**config.mk**
```make
export PLATFORM = sky130hd
export DESIGN_NAME = triumph_id_stage
export DESIGN_NICKNAME = d
export VERILOG_FILES = /design/src/rtl/triumph_pkg.sv /design/src/rtl/triumph_register_file.sv /design/src/rtl/triumph_id_stage.sv
export SDC_FILE = /design/constraint.sdc
export NUM_CORES = 2
export LEC_CHECK = 0
export CAP_MARGIN = 20
export CORE_ASPECT_RATIO = 1.25
export CORE_MARGIN = 5
export CORE_UTILIZATION = 47
export DETAILED_ROUTE_END_ITERATION = 6
export PLACE_DENSITY = 0.67
export SLEW_MARGIN = 30
export SYNTH_ARGS = -nofsm -noshare
export SYNTH_HDL_FRONTEND = slang
export SYNTH_SLANG_ARGS = --single-unit
export TNS_END_PERCENT = 20
```
**constraint.sdc**
```tcl
create_clock -name clk_i -period 4.4 [get_ports clk_i]
set_input_delay 0.66 -clock clk_i [delete_from_list [all_inputs] [get_ports clk_i]]
set_output_delay 0.66 -clock clk_i [all_outputs]
set_load 0.05 [all_outputs]
```
**src/rtl/triumph_pkg.sv**
```systemverilog
// ============================================================================
// triumph_pkg : shared opcode, funct3 and ALU-op definitions for the ID stage
// Build option : TRIUMPH_RV32E_EN (16-entry register file, index checking)
// Revision     : 1.0
// ============================================================================
`default_nettype none

package triumph_pkg;

    localparam logic [6:0] OPC_LUI    = 7'b0110111;
    localparam logic [6:0] OPC_AUIPC  = 7'b0010111;
    localparam logic [6:0] OPC_JAL    = 7'b1101111;
    localparam logic [6:0] OPC_JALR   = 7'b1100111;
    localparam logic [6:0] OPC_BRANCH = 7'b1100011;
    localparam logic [6:0] OPC_LOAD   = 7'b0000011;
    localparam logic [6:0] OPC_STORE  = 7'b0100011;
    localparam logic [6:0] OPC_OP_IMM = 7'b0010011;
    localparam logic [6:0] OPC_OP     = 7'b0110011;
    localparam logic [6:0] OPC_FENCE  = 7'b0001111;
    localparam logic [6:0] OPC_SYSTEM = 7'b1110011;

    typedef enum logic [3:0] {
        ALU_ADD   = 4'd0,
        ALU_SUB   = 4'd1,
        ALU_SLL   = 4'd2,
        ALU_SLT   = 4'd3,
        ALU_SLTU  = 4'd4,
        ALU_XOR   = 4'd5,
        ALU_SRL   = 4'd6,
        ALU_SRA   = 4'd7,
        ALU_OR    = 4'd8,
        ALU_AND   = 4'd9,
        ALU_PASSB = 4'd10
    } alu_op_e;

    localparam logic [2:0] F3_ADD  = 3'b000;
    localparam logic [2:0] F3_SLL  = 3'b001;
    localparam logic [2:0] F3_SLT  = 3'b010;
    localparam logic [2:0] F3_SLTU = 3'b011;
    localparam logic [2:0] F3_XOR  = 3'b100;
    localparam logic [2:0] F3_SR   = 3'b101;
    localparam logic [2:0] F3_OR   = 3'b110;
    localparam logic [2:0] F3_AND  = 3'b111;

    localparam logic [2:0] F3_BEQ  = 3'b000;
    localparam logic [2:0] F3_BNE  = 3'b001;
    localparam logic [2:0] F3_BLT  = 3'b100;
    localparam logic [2:0] F3_BGE  = 3'b101;
    localparam logic [2:0] F3_BLTU = 3'b110;
    localparam logic [2:0] F3_BGEU = 3'b111;

    localparam logic [2:0] F3_LB   = 3'b000;
    localparam logic [2:0] F3_LH   = 3'b001;
    localparam logic [2:0] F3_LW   = 3'b010;
    localparam logic [2:0] F3_LBU  = 3'b100;
    localparam logic [2:0] F3_LHU  = 3'b101;
    localparam logic [2:0] F3_SB   = 3'b000;
    localparam logic [2:0] F3_SH   = 3'b001;
    localparam logic [2:0] F3_SW   = 3'b010;

`ifdef TRIUMPH_RV32E_EN
    localparam int NUM_REGS = 16;
`else
    localparam int NUM_REGS = 32;
`endif

    function automatic logic reg_idx_ok(input logic [4:0] idx);
        return ({1'b0, idx} < 6'(NUM_REGS));
    endfunction

    // i_alt is instr[30]; SUB only exists for register-register ADD
    function automatic alu_op_e alu_from_f3(input logic [2:0] i_f3,
                                            input logic       i_alt,
                                            input logic       i_allow_sub);
        alu_op_e op;
        case (i_f3)
            F3_ADD:  op = (i_alt && i_allow_sub) ? ALU_SUB : ALU_ADD;
            F3_SLL:  op = ALU_SLL;
            F3_SLT:  op = ALU_SLT;
            F3_SLTU: op = ALU_SLTU;
            F3_XOR:  op = ALU_XOR;
            F3_SR:   op = i_alt ? ALU_SRA : ALU_SRL;
            F3_OR:   op = ALU_OR;
            default: op = ALU_AND;
        endcase
        return op;
    endfunction

endpackage

`default_nettype wire

```
**src/rtl/triumph_register_file.sv**
```systemverilog
// ============================================================================
// triumph_register_file : 2 async read / 1 sync write GPR file, x0 hardwired,
//                         write-through bypass; 16 entries with TRIUMPH_RV32E_EN
// Revision              : 1.0
// ============================================================================
`default_nettype none

module triumph_register_file
    import triumph_pkg::*;
#(
    parameter int XLEN = 32
) (
    input  logic            clk_i,
    input  logic            rst_i,
    input  logic [4:0]      i_raddr_a,
    input  logic [4:0]      i_raddr_b,
    output logic [XLEN-1:0] o_rdata_a,
    output logic [XLEN-1:0] o_rdata_b,
    input  logic            i_we,
    input  logic [4:0]      i_waddr,
    input  logic [XLEN-1:0] i_wdata
);

    localparam int AW = $clog2(NUM_REGS);

    logic [XLEN-1:0] r_regs [NUM_REGS];
    logic            w_wr_ok;

    assign w_wr_ok = i_we && (i_waddr != 5'd0) && reg_idx_ok(i_waddr);

    always_ff @(posedge clk_i) begin
        if (rst_i) begin
            for (int i = 0; i < NUM_REGS; i++) begin
                r_regs[i] <= '0;
            end
        end else if (w_wr_ok) begin
            r_regs[i_waddr[AW-1:0]] <= i_wdata;
        end
    end

    // Out-of-range indices read as zero so the datapath stays deterministic
    always_comb begin
        o_rdata_a = '0;
        o_rdata_b = '0;
        if (i_raddr_a != 5'd0 && reg_idx_ok(i_raddr_a)) begin
            o_rdata_a = (w_wr_ok && i_waddr == i_raddr_a) ? i_wdata
                                                           : r_regs[i_raddr_a[AW-1:0]];
        end
        if (i_raddr_b != 5'd0 && reg_idx_ok(i_raddr_b)) begin
            o_rdata_b = (w_wr_ok && i_waddr == i_raddr_b) ? i_wdata
                                                           : r_regs[i_raddr_b[AW-1:0]];
        end
    end

endmodule

`default_nettype wire

```
**src/rtl/triumph_id_stage.sv**
```systemverilog
// ============================================================================
// triumph_id_stage : RV32I decode stage with register file, ID/EX register,
//                    load-use stall and flush; TRIUMPH_RV32E_EN enables RV32E
// Revision         : 1.0
// ============================================================================
`default_nettype none

module triumph_id_stage
    import triumph_pkg::*;
#(
    parameter int          XLEN     = 32,
    parameter logic [31:0] RESET_PC = 32'h0
) (
    input  logic            clk_i,
    input  logic            rst_i,
    input  logic            instr_valid_i,
    input  logic [31:0]     instr_data_i,
    input  logic [31:0]     pc_i,
    output logic            stall_o,
    input  logic            flush_i,
    input  logic            wb_we_i,
    input  logic [4:0]      wb_waddr_i,
    input  logic [XLEN-1:0] wb_wdata_i,
    output logic            valid_ex_o,
    output logic [31:0]     pc_ex_o,
    output logic [3:0]      alu_op_ex_o,
    output logic            alu_src_imm_ex_o,
    output logic [XLEN-1:0] rs1_data_ex_o,
    output logic [XLEN-1:0] rs2_data_ex_o,
    output logic [31:0]     imm_ex_o,
    output logic [4:0]      rd_addr_ex_o,
    output logic            rd_we_ex_o,
    output logic            is_load_ex_o,
    output logic            is_store_ex_o,
    output logic            is_branch_ex_o,
    output logic            is_jump_ex_o,
    output logic [2:0]      funct3_ex_o,
    output logic            illegal_ex_o
);

    logic [6:0]      w_opcode;
    logic [4:0]      w_rd;
    logic [4:0]      w_rs1;
    logic [4:0]      w_rs2;
    logic [2:0]      w_f3;
    logic [6:0]      w_f7;
    logic [31:0]     w_imm_i;
    logic [31:0]     w_imm_s;
    logic [31:0]     w_imm_b;
    logic [31:0]     w_imm_u;
    logic [31:0]     w_imm_j;

    alu_op_e         w_alu_op;
    logic            w_src_imm;
    logic [31:0]     w_imm;
    logic            w_writes_rd;
    logic            w_rd_we;
    logic            w_ld;
    logic            w_st;
    logic            w_br;
    logic            w_jp;
    logic            w_ill;
    logic            w_use_rs1;
    logic            w_use_rs2;
    logic            w_f7_ok;
    logic            w_hazard;
    logic            w_accept;
    logic [XLEN-1:0] w_rs1_data;
    logic [XLEN-1:0] w_rs2_data;

    logic            r_valid;
    logic [31:0]     r_pc;
    alu_op_e         r_alu_op;
    logic            r_src_imm;
    logic [XLEN-1:0] r_rs1_data;
    logic [XLEN-1:0] r_rs2_data;
    logic [31:0]     r_imm;
    logic [4:0]      r_rd;
    logic            r_rd_we;
    logic            r_ld;
    logic            r_st;
    logic            r_br;
    logic            r_jp;
    logic [2:0]      r_f3;
    logic            r_ill;

    assign w_opcode = instr_data_i[6:0];
    assign w_rd     = instr_data_i[11:7];
    assign w_f3     = instr_data_i[14:12];
    assign w_rs1    = instr_data_i[19:15];
    assign w_rs2    = instr_data_i[24:20];
    assign w_f7     = instr_data_i[31:25];
    assign w_f7_ok  = (w_f7 == 7'h00) || (w_f7 == 7'h20);

    assign w_imm_i = {{20{instr_data_i[31]}}, instr_data_i[31:20]};
    assign w_imm_s = {{20{instr_data_i[31]}}, instr_data_i[31:25], instr_data_i[11:7]};
    assign w_imm_b = {{19{instr_data_i[31]}}, instr_data_i[31], instr_data_i[7],
                      instr_data_i[30:25], instr_data_i[11:8], 1'b0};
    assign w_imm_u = {instr_data_i[31:12], 12'h000};
    assign w_imm_j = {{11{instr_data_i[31]}}, instr_data_i[31], instr_data_i[19:12],
                      instr_data_i[20], instr_data_i[30:21], 1'b0};

    always_comb begin
        w_alu_op    = ALU_ADD;
        w_src_imm   = 1'b0;
        w_imm       = 32'h0;
        w_writes_rd = 1'b0;
        w_ld        = 1'b0;
        w_st        = 1'b0;
        w_br        = 1'b0;
        w_jp        = 1'b0;
        w_ill       = 1'b0;
        w_use_rs1   = 1'b0;
        w_use_rs2   = 1'b0;
        case (w_opcode)
            OPC_LUI: begin
                w_alu_op    = ALU_PASSB;
                w_src_imm   = 1'b1;
                w_imm       = w_imm_u;
                w_writes_rd = 1'b1;
            end
            OPC_AUIPC: begin
                w_src_imm   = 1'b1;
                w_imm       = w_imm_u;
                w_writes_rd = 1'b1;
            end
            OPC_JAL: begin
                w_imm       = w_imm_j;
                w_writes_rd = 1'b1;
                w_jp        = 1'b1;
            end
            OPC_JALR: begin
                w_src_imm   = 1'b1;
                w_imm       = w_imm_i;
                w_writes_rd = 1'b1;
                w_jp        = 1'b1;
                w_use_rs1   = 1'b1;
            end
            OPC_BRANCH: begin
                w_alu_op    = ALU_SUB;
                w_imm       = w_imm_b;
                w_br        = 1'b1;
                w_use_rs1   = 1'b1;
                w_use_rs2   = 1'b1;
            end
            OPC_LOAD: begin
                w_src_imm   = 1'b1;
                w_imm       = w_imm_i;
                w_writes_rd = 1'b1;
                w_ld        = 1'b1;
                w_use_rs1   = 1'b1;
            end
            OPC_STORE: begin
                w_src_imm   = 1'b1;
                w_imm       = w_imm_s;
                w_st        = 1'b1;
                w_use_rs1   = 1'b1;
                w_use_rs2   = 1'b1;
            end
            OPC_OP_IMM: begin
                w_alu_op    = alu_from_f3(w_f3, instr_data_i[30], 1'b0);
                w_src_imm   = 1'b1;
                w_imm       = w_imm_i;
                w_writes_rd = 1'b1;
                w_use_rs1   = 1'b1;
                // Shift-immediates carry their funct7 in imm[11:5]
                if ((w_f3 == F3_SLL || w_f3 == F3_SR) && !w_f7_ok) begin
                    w_ill = 1'b1;
                end
            end
            OPC_OP: begin
                w_alu_op    = alu_from_f3(w_f3, instr_data_i[30], 1'b1);
                w_writes_rd = 1'b1;
                w_use_rs1   = 1'b1;
                w_use_rs2   = 1'b1;
                w_ill       = !w_f7_ok;
            end
            OPC_FENCE: begin
                w_alu_op    = ALU_ADD;
            end
            OPC_SYSTEM: begin
                w_ill       = 1'b1;
            end
            default: begin
                w_ill       = 1'b1;
            end
        endcase
`ifdef TRIUMPH_RV32E_EN
        if ((w_writes_rd && !reg_idx_ok(w_rd)) ||
            (w_use_rs1 && !reg_idx_ok(w_rs1)) ||
            (w_use_rs2 && !reg_idx_ok(w_rs2))) begin
            w_ill = 1'b1;
        end
`endif
        w_rd_we = w_writes_rd && !w_ill && (w_rd != 5'd0);
    end

    assign w_hazard = r_valid && r_ld && (r_rd != 5'd0) && instr_valid_i &&
                      ((w_use_rs1 && w_rs1 == r_rd) || (w_use_rs2 && w_rs2 == r_rd));
    assign stall_o  = w_hazard && !flush_i;
    assign w_accept = instr_valid_i && !w_hazard && !flush_i;

    triumph_register_file #(
        .XLEN (XLEN)
    ) u_regfile (
        .clk_i     (clk_i),
        .rst_i     (rst_i),
        .i_raddr_a (w_rs1),
        .i_raddr_b (w_rs2),
        .o_rdata_a (w_rs1_data),
        .o_rdata_b (w_rs2_data),
        .i_we      (wb_we_i),
        .i_waddr   (wb_waddr_i),
        .i_wdata   (wb_wdata_i)
    );

    // Payload fields are captured every cycle; only the qualifying flags are masked
    always_ff @(posedge clk_i) begin
        if (rst_i) begin
            r_valid    <= 1'b0;
            r_pc       <= RESET_PC;
            r_alu_op   <= ALU_ADD;
            r_src_imm  <= 1'b0;
            r_rs1_data <= '0;
            r_rs2_data <= '0;
            r_imm      <= 32'h0;
            r_rd       <= 5'd0;
            r_rd_we    <= 1'b0;
            r_ld       <= 1'b0;
            r_st       <= 1'b0;
            r_br       <= 1'b0;
            r_jp       <= 1'b0;
            r_f3       <= 3'd0;
            r_ill      <= 1'b0;
        end else begin
            r_valid    <= w_accept;
            r_pc       <= pc_i;
            r_alu_op   <= w_alu_op;
            r_src_imm  <= w_src_imm;
            r_rs1_data <= w_rs1_data;
            r_rs2_data <= w_rs2_data;
            r_imm      <= w_imm;
            r_rd       <= w_rd;
            r_rd_we    <= w_accept && w_rd_we;
            r_ld       <= w_accept && w_ld;
            r_st       <= w_accept && w_st;
            r_br       <= w_accept && w_br;
            r_jp       <= w_accept && w_jp;
            r_f3       <= w_f3;
            r_ill      <= w_accept && w_ill;
        end
    end

    assign valid_ex_o       = r_valid;
    assign pc_ex_o          = r_pc;
    assign alu_op_ex_o      = r_alu_op;
    assign alu_src_imm_ex_o = r_src_imm;
    assign rs1_data_ex_o    = r_rs1_data;
    assign rs2_data_ex_o    = r_rs2_data;
    assign imm_ex_o         = r_imm;
    assign rd_addr_ex_o     = r_rd;
    assign rd_we_ex_o       = r_rd_we;
    assign is_load_ex_o     = r_ld;
    assign is_store_ex_o    = r_st;
    assign is_branch_ex_o   = r_br;
    assign is_jump_ex_o     = r_jp;
    assign funct3_ex_o      = r_f3;
    assign illegal_ex_o     = r_ill;

endmodule

`default_nettype wire

```
==> run metrics <==
CP Capture Type=output port; CP Launch Type=primary input; CTS tree=done; highest-count cells in the layout ignoring fill and taps=edfxtp_1, and2_1, mux4_2, mux2i_1, clkdlybuf4s50_1; R2R Path End=rs2_data_ex_o[29]; CP Data Arrival Time=2.71 ns; Post-Synthesis Cells=4,163; commonest non-fill, non-tap cell in the layout=edfxtp_1; Synth-to-Final Area Change=15.9%; Final Hold Fails=0; vias in the first global route=41,010; RSZ-0062 raised after global routing=no; sequential share of the synthesized area=0.564; Worst slew margin=0.328; Vias/cell=6.59; Synth area leader=edfxtp_1; Slew @ Worst Pin=1.01 ns; Root Driver=clkbuf_16; Synth cell types=62; Post-Syn Area=59,800 um^2; Min-Delay Endpoint=imm_ex_o[19]; DRT iter0 DRCs=5,945; hpwl dp=138,000 um; Core ar.=127,000 um^2; routed via count=40,573; Mapped Avg Cell Area=14.4 um^2; fraction of the cycle the final worst path needs=0.767; Critical path origin=instr_data_i[2]; PD cells=388 nW/um^2; Top FF cell, synth=edfxtp_1; GRT busiest layer=met2; Worst-Skew Late Latency=0.77 ns; Chip Width=329 um; Fillers=10,057; nets@finish=4,448; final setup TNS=0 ns; GRT met3 Usage=0.0768; Clk pin slew, worst setup/hold paths=0.06 ns; worst-path fanout max=13; clk buf depth=3; Hold Path Class=in2reg; M2 GR Usage=0.515; first-pass GRT wire length=304,000 um; max-slew violations=0; DRT Pass-1 Iters=5; synthesis-stage register bit count=1,172; I/O pin cnt=255; Leak=24.1 nW; Post-synth EDFFs=1,024; # resized after CTS=0; Wirelength per Cell=35.3 um; Die ar.=134,000 um^2; reg-to-reg startpoint=u_regfile.r_regs[31][29]; IO Port Bufs=254; HP Start=instr_data_i[19]; worst path required time=3.74 ns; Post-Route WL=217,000 um; Area contributors post-synth=edfxtp_1, mux4_2, and2_1; largest net degree at the start of global routing=91; Post-synth ARST share=0; Hold WS=0.363 ns; VDD IR max=0.297 mV; starting density of the core=0.472; post-route design area=69,300 um^2; status=complete, no violations; YS warnings=0; maximum clock frequency=0.296 GHz; initial antenna violation count=19; clock tree sinks=1,172; final setup skew=0.0382 ns; max_cap viols=0; # Post-CTS Setup Buffers=0; post-placement cell area=65,500 um^2; DRC=0; Num CTS Buffers=116; layout cells sized above 1=0.234; GRT overflow=0; met1 GRT Util=0.387; WS Path Type=in2out; Die H=409 um; Placer Congestion=0.934; Cell Rows=146; Worst Hold Depth=3; Total Power=26.9 mW; # setup viols final=0; crit path time final=3.37 ns; Synth top area share=0.514; flop-to-flop setup slack=2.41 ns; H-Tree Depth=3; post-detailed-route count of antenna-violating nets=0; hold buffer count at CTS=0; GR Util All Layers=0.318; R2R depth=5; Final Util=0.548
[critical path: stages]
cell	delay [ns]
clkdlybuf4s50_1	0.67
and4bb_1	0.57
nand3_1	0.13
o22ai_1	0.24
nand2_1	0.09
nor2_1	0.18
buf_12	0.17
[flip-flops by register name (all words and copies together) (netlist names)]
name,flops
u_regfile.r_regs,1024
is_load_ex_o,1
is_jump_ex_o,1
alu_src_imm_ex_o,1
valid_ex_o,1
rd_we_ex_o,1
funct3_ex_o,3
is_branch_ex_o,1
pc_ex_o,32
rs1_data_ex_o,32
rd_addr_ex_o,5
is_store_ex_o,1
alu_op_ex_o,4
imm_ex_o,32
rs2_data_ex_o,32
illegal_ex_o,1
[kinds of logic (layout without fill, tap and decap cells)]
family | after synthesis | in the layout | synth area share
flip-flops | 1172 | 1172 | 0.564
other | 1 | 40 | 0.0000627
AO/OA/AOI/OAI | 508 | 508 | 0.0624
XOR/XNOR | 20 | 20 | 0.00293
buffers and inverters | 448 | 700 | 0.0306
multiplexers | 716 | 716 | 0.208
AND/OR/NAND/NOR | 1298 | 1298 | 0.132
[power by group]
| part | switching (mW) | internal, mW |
|---|---|---|
| Sequential | 0.372 | 12.7 |
| Clock | 4.48 | 5.71 |
| Combinational | 2.18 | 1.42 |
| Total | 7.04 | 19.8 |
[through the flow]
step | setup slack (ns) | std cells
2_1_floorplan | 0.00971 | 4194
3_3_place_gp | 0.594 | 5922
3_5_place_dp | 0.713 | 5926
4_1_cts | 1.06 | 6148
5_1_grt | 0.938 | 6150
6_report | 1.03 | 6156
[Yosys cell counts, types with 4 or more instances]
cell / instances
a221oi_1: 38
a32o_1: 20
o221ai_1: 32
mux2_2: 71
inv_1: 7
o211ai_1: 65
mux4_2: 416
o31ai_2: 30
nor3b_1: 4
buf_6: 4
a22oi_1: 13
a22o_1: 33
buf_1: 12
xnor2_1: 17
mux2i_1: 229
dfxtp_1: 148
o21ai_0: 111
nor2_1: 64
o21ai_1: 10
edfxtp_1: 1024
o22a_1: 5
buf_2: 79
and2_1: 1004
buf_4: 4
nor3_1: 13
nand2b_1: 4
a21o_1: 11
nand2_1: 87
and4b_1: 33
a31oi_1: 7
nor2b_1: 46
a21oi_1: 20
o22ai_1: 78
a211oi_1: 19
nand3_1: 11
nand3b_1: 9
clkbuf_1: 341
[worst max path at each step]
stage / to / slack, ns
detailed placement: u_regfile.r_regs[20][21] / 0.71
CTS: stall_o / 1.06
floorplan: u_regfile.r_regs[20][0] / 0.01
global placement: u_regfile.r_regs[27][1] / 0.59
global route: stall_o / 0.94
finish: stall_o / 1.03
[cell type report]
type / count / area, um^2 / area share
tap: 1702 / 2130 / 0.0307
inverter: 7 / 26.3 / 0.000379
multi-input combinational: 2574 / 25000 / 0.360
sequential: 1172 / 33700 / 0.486
clock inverter: 67 / 617 / 0.00890
antenna: 8 / 20.0 / 0.000289
clock buffer: 155 / 3210 / 0.0463
timing repair buffer: 471 / 4620 / 0.0667
[layer usage]
metal  vias up  part of all wire
li1      16253                 -
met1     20665              0.34
met2      2927              0.47
met3       722              0.11
met4         6             0.072
met5         -           0.00018
Power figures use the tool's default switching activity.
